[src/rtl/alu_ctrl_seq.sv]
// EX-stage ALU control: decodes ALUOp/funct into a registered operation code and
// sequences multi-cycle integer MUL and FP add/sub/mul with start pulse, latency counter and stall.

module alu_ctrl_seq_param_check #(
    parameter int MUL_LAT = 4,
    parameter int FP_LAT  = 6
) ();
    // A zero latency would leave the WAIT state with nothing to count.
    if (MUL_LAT < 1 || FP_LAT < 1) begin : g_bad_lat
        $error("alu_ctrl_seq: MUL_LAT and FP_LAT must be >= 1");
    end
endmodule

module alu_ctrl_seq #(
    parameter int OPW     = 4,
    parameter int FUNCW   = 6,
    parameter int MUL_LAT = 4,
    parameter int FP_LAT  = 6
) (
    input  logic             clk,
    input  logic             reset,
    input  logic             valid_in,
    input  logic [1:0]       ALUOp,
    input  logic [FUNCW-1:0] function_bits,
    input  logic             flush,
    output logic [OPW-1:0]   ALUOperation,
    output logic             op_valid,
    output logic             unit_start,
    output logic             fp_sel,
    output logic             busy,
    output logic             ready,
    output logic             stall,
    output logic             illegal
);
    localparam int MAX_LAT = (MUL_LAT > FP_LAT) ? MUL_LAT : FP_LAT;
    localparam int CNTW    = $clog2(MAX_LAT + 1);

    localparam logic [0:0] ST_IDLE = 1'b0;
    localparam logic [0:0] ST_WAIT = 1'b1;

    localparam logic [CNTW-1:0] MUL_LAT_C = CNTW'(MUL_LAT);
    localparam logic [CNTW-1:0] FP_LAT_C  = CNTW'(FP_LAT);
    localparam logic [CNTW-1:0] CNT_ONE   = CNTW'(1);
    localparam logic [CNTW-1:0] CNT_ZERO  = CNTW'(0);

    localparam logic [FUNCW-1:0] F_ADD  = FUNCW'(6'b100000);
    localparam logic [FUNCW-1:0] F_SUB  = FUNCW'(6'b100010);
    localparam logic [FUNCW-1:0] F_MUL  = FUNCW'(6'b100100);
    localparam logic [FUNCW-1:0] F_XOR  = FUNCW'(6'b100101);
    localparam logic [FUNCW-1:0] F_SLT  = FUNCW'(6'b101010);
    localparam logic [FUNCW-1:0] F_FADD = FUNCW'(6'b000000);
    localparam logic [FUNCW-1:0] F_FSUB = FUNCW'(6'b000001);
    localparam logic [FUNCW-1:0] F_FMUL = FUNCW'(6'b000010);

    alu_ctrl_seq_param_check #(.MUL_LAT(MUL_LAT), .FP_LAT(FP_LAT)) u_param_check ();

    logic [0:0]      state_r;
    logic [CNTW-1:0] cnt_r;
    logic [OPW-1:0]  alu_op_r;
    logic            op_valid_r;
    logic            unit_start_r;
    logic            fp_sel_r;
    logic            illegal_r;

    logic [OPW-1:0]  code_s;
    logic            multi_s;
    logic            fp_s;
    logic            illegal_s;
    logic [CNTW-1:0] lat_s;
    logic            busy_s;
    logic            accept_s;

    // Instruction decode into operation code and routing/latency attributes.
    always_comb begin
        code_s    = OPW'(4'b1111);
        multi_s   = 1'b0;
        fp_s      = 1'b0;
        illegal_s = 1'b1;
        case (ALUOp)
            2'b00: begin code_s = OPW'(4'b0010); illegal_s = 1'b0; end
            2'b01: begin code_s = OPW'(4'b0110); illegal_s = 1'b0; end
            2'b10: begin
                case (function_bits)
                    F_ADD: begin code_s = OPW'(4'b0010); illegal_s = 1'b0; end
                    F_SUB: begin code_s = OPW'(4'b0110); illegal_s = 1'b0; end
                    F_MUL: begin code_s = OPW'(4'b0000); illegal_s = 1'b0; multi_s = 1'b1; end
                    F_XOR: begin code_s = OPW'(4'b0011); illegal_s = 1'b0; end
                    F_SLT: begin code_s = OPW'(4'b0111); illegal_s = 1'b0; end
                    default: illegal_s = 1'b1;
                endcase
            end
            2'b11: begin
                case (function_bits)
                    F_FADD: begin code_s = OPW'(4'b1010); illegal_s = 1'b0; multi_s = 1'b1; fp_s = 1'b1; end
                    F_FSUB: begin code_s = OPW'(4'b1110); illegal_s = 1'b0; multi_s = 1'b1; fp_s = 1'b1; end
                    F_FMUL: begin code_s = OPW'(4'b1000); illegal_s = 1'b0; multi_s = 1'b1; fp_s = 1'b1; end
                    default: illegal_s = 1'b1;
                endcase
            end
            default: illegal_s = 1'b1;
        endcase
    end

    assign lat_s    = fp_s ? FP_LAT_C : MUL_LAT_C;
    assign busy_s   = (state_r == ST_WAIT);
    assign accept_s = valid_in & ~busy_s & ~flush;

    // Sequencer: accept, latency countdown, and flush/reset abort.
    always_ff @(posedge clk) begin
        if (reset) begin
            state_r      <= ST_IDLE;
            cnt_r        <= CNT_ZERO;
            alu_op_r     <= OPW'(4'b0000);
            op_valid_r   <= 1'b0;
            unit_start_r <= 1'b0;
            fp_sel_r     <= 1'b0;
            illegal_r    <= 1'b0;
        end else if (flush) begin
            state_r      <= ST_IDLE;
            cnt_r        <= CNT_ZERO;
            op_valid_r   <= 1'b0;
            unit_start_r <= 1'b0;
            illegal_r    <= 1'b0;
        end else begin
            op_valid_r   <= 1'b0;
            unit_start_r <= 1'b0;
            illegal_r    <= 1'b0;
            case (state_r)
                ST_IDLE: begin
                    if (accept_s) begin
                        alu_op_r <= code_s;
                        fp_sel_r <= fp_s;
                        if (illegal_s) begin
                            illegal_r <= 1'b1;
                        end else if (multi_s && (lat_s > CNT_ONE)) begin
                            unit_start_r <= 1'b1;
                            cnt_r        <= lat_s - CNT_ONE;
                            state_r      <= ST_WAIT;
                        end else begin
                            op_valid_r <= 1'b1;
                        end
                    end
                end
                ST_WAIT: begin
                    // Exiting on <=1 rather than ==1 keeps a corrupted counter from wrapping.
                    if (cnt_r <= CNT_ONE) begin
                        op_valid_r <= 1'b1;
                        cnt_r      <= CNT_ZERO;
                        state_r    <= ST_IDLE;
                    end else begin
                        cnt_r <= cnt_r - CNT_ONE;
                    end
                end
                default: begin
                    state_r <= ST_IDLE;
                    cnt_r   <= CNT_ZERO;
                end
            endcase
        end
    end

    assign ALUOperation = alu_op_r;
    assign op_valid     = op_valid_r;
    assign unit_start   = unit_start_r;
    assign fp_sel       = fp_sel_r;
    assign illegal      = illegal_r;
    assign busy         = busy_s;
    assign ready        = ~busy_s;
    assign stall        = valid_in & busy_s;
endmodule

[config.mk]
export PLATFORM = sky130hd
export DESIGN_NAME = alu_ctrl_seq
export DESIGN_NICKNAME = d
export VERILOG_FILES = /design/src/rtl/alu_ctrl_seq.sv
export SDC_FILE = /design/constraint.sdc
export NUM_CORES = 1
export LEC_CHECK = 0
export BUFFER_PORTS_ARGS = -buffer_cell sky130_fd_sc_hd__clkbuf_2
export CAP_MARGIN = 25
export CORE_AREA = 2 2 41 43
export DETAILED_ROUTE_END_ITERATION = 10
export DIE_AREA = 0 0 43 45
export HOLD_SLACK_MARGIN = 0.03
export PLACE_DENSITY_LB_ADDON = 0.08
export SYNTH_ARGS = -nofsm -noshare
export SYNTH_HDL_FRONTEND = slang
export SYNTH_SLANG_ARGS = --single-unit
[constraint.sdc]
create_clock -name clk -period 1.5 [get_ports clk]
set_input_delay 0.15 -clock clk [delete_from_list [all_inputs] [get_ports clk]]
set_output_delay 0.15 -clock clk [all_outputs]
set_load 0.01 [all_outputs]
==> results.sh, run 1 <==
export IMPL_place_gp_congestion=0.828
export IMPL_final_nets=119
export IMPL_die_h_um=45
export IMPL_switching_share_pct=24.6
export IMPL_async_flop_share_pct=0
export IMPL_worst_slew_pin_slew_ns=0.373
export IMPL_switching_power_w=0.000167
export IMPL_htree_num_levels=1
export IMPL_power_frac_seq_pct=48.6
export IMPL_fin_crit_ns=1.29
export IMPL_first_pass_iters=4
export IMPL_syn_area_per_cell_sq_um=8.24
export IMPL_synth_common_cells="dfxtp_1 (12), nand2_1 (9), a21oi_1 (6), nor2_1 (6)"
export IMPL_cts_hold_buffers_added=0
export IMPL_grt_pass1_vias=521
export IMPL_diodes=0
export IMPL_slew_headroom_pct=75.1
export IMPL_r2r_end="cnt_r[2]$_SDFFE_PP0P_"
export IMPL_max_cap_violations=0
export IMPL_synth_warning_count=0
export IMPL_wl_um=1490
export IMPL_insertion_delay_ns=0.28
export IMPL_ys_seq_elements=12
export IMPL_start_util_pct=44.8
export IMPL_synth_top_area_share_pct=36.4
export IMPL_die_w_um=43
export IMPL_fin_util_pct=55.5
export IMPL_p_int_w=0.000511
export IMPL_clock_root_buffer="clkbuf_4"
export IMPL_status="completed"
export IMPL_synth_area_sq_um=659
export IMPL_core_sq_um=1470
export IMPL_drive_above_1_share_pct=27.6
export IMPL_fmax_mhz=775
export IMPL_yosys_cell_types_count=33
export IMPL_drtAntennaViolNets=0
export IMPL_cts_tree="built"
export IMPL_hold_class="input pin to register"
export IMPL_dp_hpwl_um=1170
export IMPL_synth_enable_flop_cells=0
export IMPL_p_leak_nw=0.347
export IMPL_cp_start_kind="register"
export IMPL_grt_pass1_wl_um=2280
export IMPL_ir_drop_uv=449
export IMPL_clockBufferDepth=2
export IMPL_ys_dominant_reg_cell="dfxtp_1"
export IMPL_grt_ovfl_total=0
export IMPL_whs_ns=0.151
export IMPL_grt_usage_pct=16.3
export IMPL_finalCritPeriodShare_pct=86.1
export IMPL_cts_made_buffers=3
export IMPL_combPwrFrac_pct=13.0
export IMPL_die_area_sq_um=1940
export IMPL_cts_resized=0
export IMPL_clk_pin_slew_ns=0.08
export IMPL_grt_max_degree=10
export IMPL_cts_sinks=12
export IMPL_nFillCells=146
export IMPL_hold_viol=0
export IMPL_drc=0
export IMPL_fin_setup_tns_ns=0
export IMPL_synth_most_common_cell="dfxtp_1"
export IMPL_rr_worst_depth=4
export IMPL_wl_per_cell_um=12.3
export IMPL_fin_skew_ns=0.00446
export IMPL_hold_end="ALUOperation[2]$_SDFFE_PP0P_"
export IMPL_p_clk_share_pct=38.3
export IMPL_worstSetupPathType="register to register"
export IMPL_postCtsSetupBuffers=0
export IMPL_routed_via_density=5.59
export IMPL_path_max_fanout=8
export IMPL_num_rows=14
export IMPL_multi_input_area_sq_um=384
export IMPL_hold_depth=2
export IMPL_cp_end_kind="register"
export IMPL_port_buffer_count=22
export IMPL_synth_area_leaders="dfxtp_1 (36%), nand2_1 (5.1%), a21oi_1 (4.6%)"
export IMPL_syn2layout_area_growth_pct=23.9
export IMPL_rr_startpoint="busy$_SDFF_PP0_"
export IMPL_finalSetupViolCount=0
export IMPL_drt_iter0_drc=37
export IMPL_yosysSeqAreaShare_pct=36.4
export IMPL_cp_arrival_ns=1.51
export IMPL_mappedNetlistNets=93
export IMPL_seqCellArea_sq_um=240
export IMPL_synth_area_leader_cell="dfxtp_1"
export IMPL_rsz0062_at_grt="no"
export IMPL_holdCritStartpoint="reset"
export IMPL_antenna_found_initial=0
export IMPL_rrSetupSlack_ns=0.21
export IMPL_vias=676
export IMPL_netlist_instances=80
export IMPL_slew_violations=0
export IMPL_critPathRequiredTime_ns=1.72
export IMPL_ios=23
export IMPL_power_density_nw_per_um2=830
[power by group through the flow]
stage	Sequential, W	Clock [W]	Combinational (W)
4_1_cts	0.000330	0.000270	0.0000885
3_3_place_gp	0.000338	0	0.0000876
5_1_grt	0.000331	0.000283	0.0000981
6_report	0.000330	0.000260	0.0000885
3_5_place_dp	0.000338	0	0.0000882
2_1_floorplan	0.000341	0	0.0000438
[flip-flops by register name, indices dropped and copies added (netlist names)]
register / cells
ALUOperation: 4
busy: 1
cnt_r: 3
fp_sel: 1
illegal: 1
op_valid: 1
unit_start: 1
[cells by family after synthesis]
logic type	count (synthesis)	share of synthesized area [%]
and+or+nand+nor	38	34.3
AOI/OAI and AO/OA	21	20.5
DFF	12	36.4
buffers and inverters	7	5.31
muxes	1	1.52
adders and majority gates	1	1.90
[worst max path at each step]
stage / slack [ns] / end / start / depth (start not counted)
global route: 0.11 / cnt_r[2]$_SDFFE_PP0P_ / cnt_r[1]$_SDFFE_PP0P_ / 6
detailed placement: 0.22 / cnt_r[2]$_SDFFE_PP0P_ / function_bits[5] / 5
CTS: 0.23 / cnt_r[2]$_SDFFE_PP0P_ / cnt_r[1]$_SDFFE_PP0P_ / 6
floorplan: 0.29 / cnt_r[2]$_SDFFE_PP0P_ / busy$_SDFF_PP0_ / 4
finish: 0.21 / cnt_r[2]$_SDFFE_PP0P_ / busy$_SDFF_PP0_ / 4
global placement: 0.21 / cnt_r[2]$_SDFFE_PP0P_ / function_bits[5] / 5
[layer usage]
| layer | vias to the layer above | routed length [um] | track usage (%) |
|---|---|---|---|
| met5 | - | 0 | 0 |
| met2 | 37 | 618 | 22.4 |
| met4 | 0 | 17 | 9.09 |
| met3 | 4 | 140 | 4.80 |
| li1 | 348 | - | - |
| met1 | 287 | 716 | 22.6 |
[final cells by class]
| class | count | area share, % |
|---|---|---|
| multi-input cells | 61 | 47.0 |
| flip-flops and latches | 12 | 29.4 |
| repair buffers | 23 | 14.4 |
| clock buffers | 4 | 4.44 |
| well taps | 16 | 2.45 |
| inverters | 5 | 2.30 |
[critical path: stages, from the launching register on]
cell and delay [ns]:
dfxtp_1 0.36, nor3b_4 0.38, nand2_1 0.11, o21ai_0 0.21, a22o_1 0.18
[metrics by stage]
stage | setup WS, ns | std cells | instance area [sq um] | power (W)
final | 0.209 | 121 | 817 | 0.000678
after global routing | 0.105 | 121 | 817 | 0.000712
after CTS | 0.232 | 121 | 817 | 0.000688
after detailed placement | 0.215 | 117 | 781 | 0.000426
after global placement | 0.213 | 117 | 781 | 0.000425
after floorplan | 0.291 | 80 | 659 | 0.000385
[cells in the final DEF (no fill, tap or decap), drive strengths merged]
master	count
nand3	4
o211ai	1
and4	1
nand4b	2
mux2i	1
a32o	1
ha	1
nor2	6
nand3b	1
and4b	1
o311ai	1
nor3b	1
inv	5
nor4	1
a311oi	1
clkbuf	26
and4bb	1
nand2	9
a31oi	3
nor2b	2
o21ai	6
buf	1
a21oi	6
and3	1
nor4b	1
or2	1
nor3	2
nand2b	2
dfxtp	12
o221ai	1
a22o	1
and2	2
No activity file was read; power rests on OpenSTA's default activity.
==> run 2, diff against run 1 <==
--- a/config.mk
+++ b/config.mk
@@ -7,11 +7,14 @@
 export LEC_CHECK = 0
 export BUFFER_PORTS_ARGS = -buffer_cell sky130_fd_sc_hd__clkbuf_2
 export CAP_MARGIN = 25
-export CORE_AREA = 2 2 41 43
+export CELL_PAD_IN_SITES_DETAIL_PLACEMENT = 2
+export CELL_PAD_IN_SITES_GLOBAL_PLACEMENT = 2
+export CORE_AREA = 2 2 54 56
 export DETAILED_ROUTE_END_ITERATION = 10
-export DIE_AREA = 0 0 43 45
+export DIE_AREA = 0 0 56 58
 export HOLD_SLACK_MARGIN = 0.03
 export PLACE_DENSITY_LB_ADDON = 0.08
+export SKIP_CTS_REPAIR_TIMING = 1
 export SYNTH_ARGS = -nofsm -noshare
 export SYNTH_HDL_FRONTEND = slang
 export SYNTH_SLANG_ARGS = --single-unit
==> run 2 against run 1 <==
  * Global-route usage decreased by 3.2 points
  * Fmax about the same
  * Power decreased by 9.5%
  * First-iteration DRC count decreased by 86%
  * Non-clock buffer count unchanged
==> results.sh, run 2 (same netlist as run 1, synthesis figures left out) <==
export IMPL_status="completed"
export IMPL_port_buffer_count=22
export IMPL_ios=23
export IMPL_clk_pin_slew_ns=0.07
export IMPL_max_stage_delay_ns=0.39
export IMPL_cp_start_kind="register"
export IMPL_grt_max_degree=10
export IMPL_layout_common_cells="clkbuf_2 (22), dfxtp_1 (12), nand2_1 (9), nor2_1 (6), a21oi_1 (6)"
export IMPL_dp_hpwl_um=1590
export IMPL_drc=0
export IMPL_r2r_end="cnt_r[2]$_SDFFE_PP0P_"
export IMPL_rsz0062_at_grt="no"
export IMPL_largest_reg_flops=4
export IMPL_routed_via_density=5.04
export IMPL_max_cap_violations=0
export IMPL_start_util_pct=24.8
export IMPL_fin_crit_ns=1.29
export IMPL_vias=680
export IMPL_cts_made_buffers=3
export IMPL_core_sq_um=2660
export IMPL_wl_per_cell_um=14.2
export IMPL_cp_end_kind="register"
export IMPL_p_leak_nw=0.339
export IMPL_antenna_found_initial=0
export IMPL_total_power_w=0.000614
export IMPL_hold_class="input pin to register"
export IMPL_nFillCells=332
export IMPL_slew_headroom_pct=77.7
export IMPL_drtAntennaViolNets=0
export IMPL_grt_ovfl_total=0
export IMPL_fin_util_pct=30.9
export IMPL_first_pass_iters=3
export IMPL_diodes=0
export IMPL_fin_setup_tns_ns=0
export IMPL_finalCritPeriodShare_pct=86.1
export IMPL_finalNonFillerCells=135
export IMPL_hold_end="ALUOperation[2]$_SDFFE_PP0P_"
export IMPL_multi_input_area_sq_um=384
export IMPL_die_h_um=58
export IMPL_worstPathCellList="inv_1 -> ha_1 -> nand2b_1 -> a31oi_1 -> and2_1 -> a22o_1"
export IMPL_power_density_nw_per_um2=747
export IMPL_cts_sinks=12
export IMPL_rr_startpoint="cnt_r[1]$_SDFFE_PP0P_"
export IMPL_crit_family="flip-flops"
export IMPL_fmax_mhz=774
export IMPL_path_max_fanout=4
export IMPL_htree_num_levels=1
export IMPL_worst_slew_pin_slew_ns=0.331
export IMPL_fin_skew_ns=0.00247
export IMPL_finalSetupViolCount=0
export IMPL_place_area_sq_um=800
export IMPL_final_common_cell="clkbuf_2"
export IMPL_worstSetupPathType="register to register"
export IMPL_rrSetupSlack_ns=0.21
export IMPL_insertion_delay_ns=0.26
export IMPL_cts_tree="built"
export IMPL_critPathRequiredTime_ns=1.71
export IMPL_die_w_um=56
export IMPL_cp_arrival_ns=1.50
export IMPL_path_buf_inv=1
export IMPL_clock_root_buffer="clkbuf_4"
export IMPL_holdCritStartpoint="reset"
export IMPL_drt_iter0_drc=5
export IMPL_ir_drop_uv=310
export IMPL_final_area_sq_um=822
export IMPL_syn2layout_area_growth_pct=24.7
export IMPL_crit_slowest_cell="dfxtp_1"
export IMPL_dp_cells=132
export IMPL_place_gp_congestion=0.686
export IMPL_hold_viol=0
export IMPL_hold_depth=2
export IMPL_slew_violations=0
export IMPL_grt_usage_pct=13.0
export IMPL_grt_pass1_wl_um=3350
export IMPL_final_nets=119
export IMPL_clockBufferDepth=2
export IMPL_seqCellArea_sq_um=240
export IMPL_die_area_sq_um=3250
export IMPL_drive_above_1_share_pct=26.9
export IMPL_wl_um=1910
export IMPL_grt_pass1_vias=733
export IMPL_num_rows=19
export IMPL_rr_worst_depth=6
[run 2: area by class of cell]
cell class | count | share of cell area [%]
Tap cell | 31 | 4.72
Multi-Input combinational cell | 61 | 46.7
Inverter | 5 | 2.28
Sequential cell | 12 | 29.2
Timing Repair Buffer | 23 | 14.3
Clock buffer | 3 | 2.74
[run 2: layer usage]
metal	up-vias	part of all wire, %	global-route usage (%)
li1	344	-	-
met1	317	50	17.6
met2	17	43	20.3
met3	2	5.3	2.90
met4	0	0.84	5.10
met5	-	0	0
[run 2: power breakdown]
| part | switching, W | internal (W) |
|---|---|---|
| combinational | 0.0000550 | 0.0000386 |
| clock | 0.0000976 | 0.0000926 |
| sequential | 0.00000346 | 0.000327 |
[run 2: worst max path at each step]
stage                          start                    end  slack, ns  depth (start not counted)
3_3_place_gp                ALUOp[0]  cnt_r[2]$_SDFFE_PP0P_       0.22                          5
2_1_floorplan        busy$_SDFF_PP0_  cnt_r[2]$_SDFFE_PP0P_       0.29                          4
5_1_grt        cnt_r[1]$_SDFFE_PP0P_  cnt_r[2]$_SDFFE_PP0P_       0.09                          6
4_1_cts        cnt_r[1]$_SDFFE_PP0P_  cnt_r[2]$_SDFFE_PP0P_       0.19                          6
3_5_place_dp        function_bits[5]  cnt_r[2]$_SDFFE_PP0P_       0.19                          5
6_report       cnt_r[1]$_SDFFE_PP0P_  cnt_r[2]$_SDFFE_PP0P_       0.21                          6
[run 2: through the flow]
step | hold slack [ns] | worst slack [ns]
after CTS | 0.171 | 0.192
final | 0.173 | 0.209
after global routing | 0.202 | 0.0877
after global placement | 0.446 | 0.220
after detailed placement | 0.452 | 0.189
after floorplan | 0.298 | 0.291
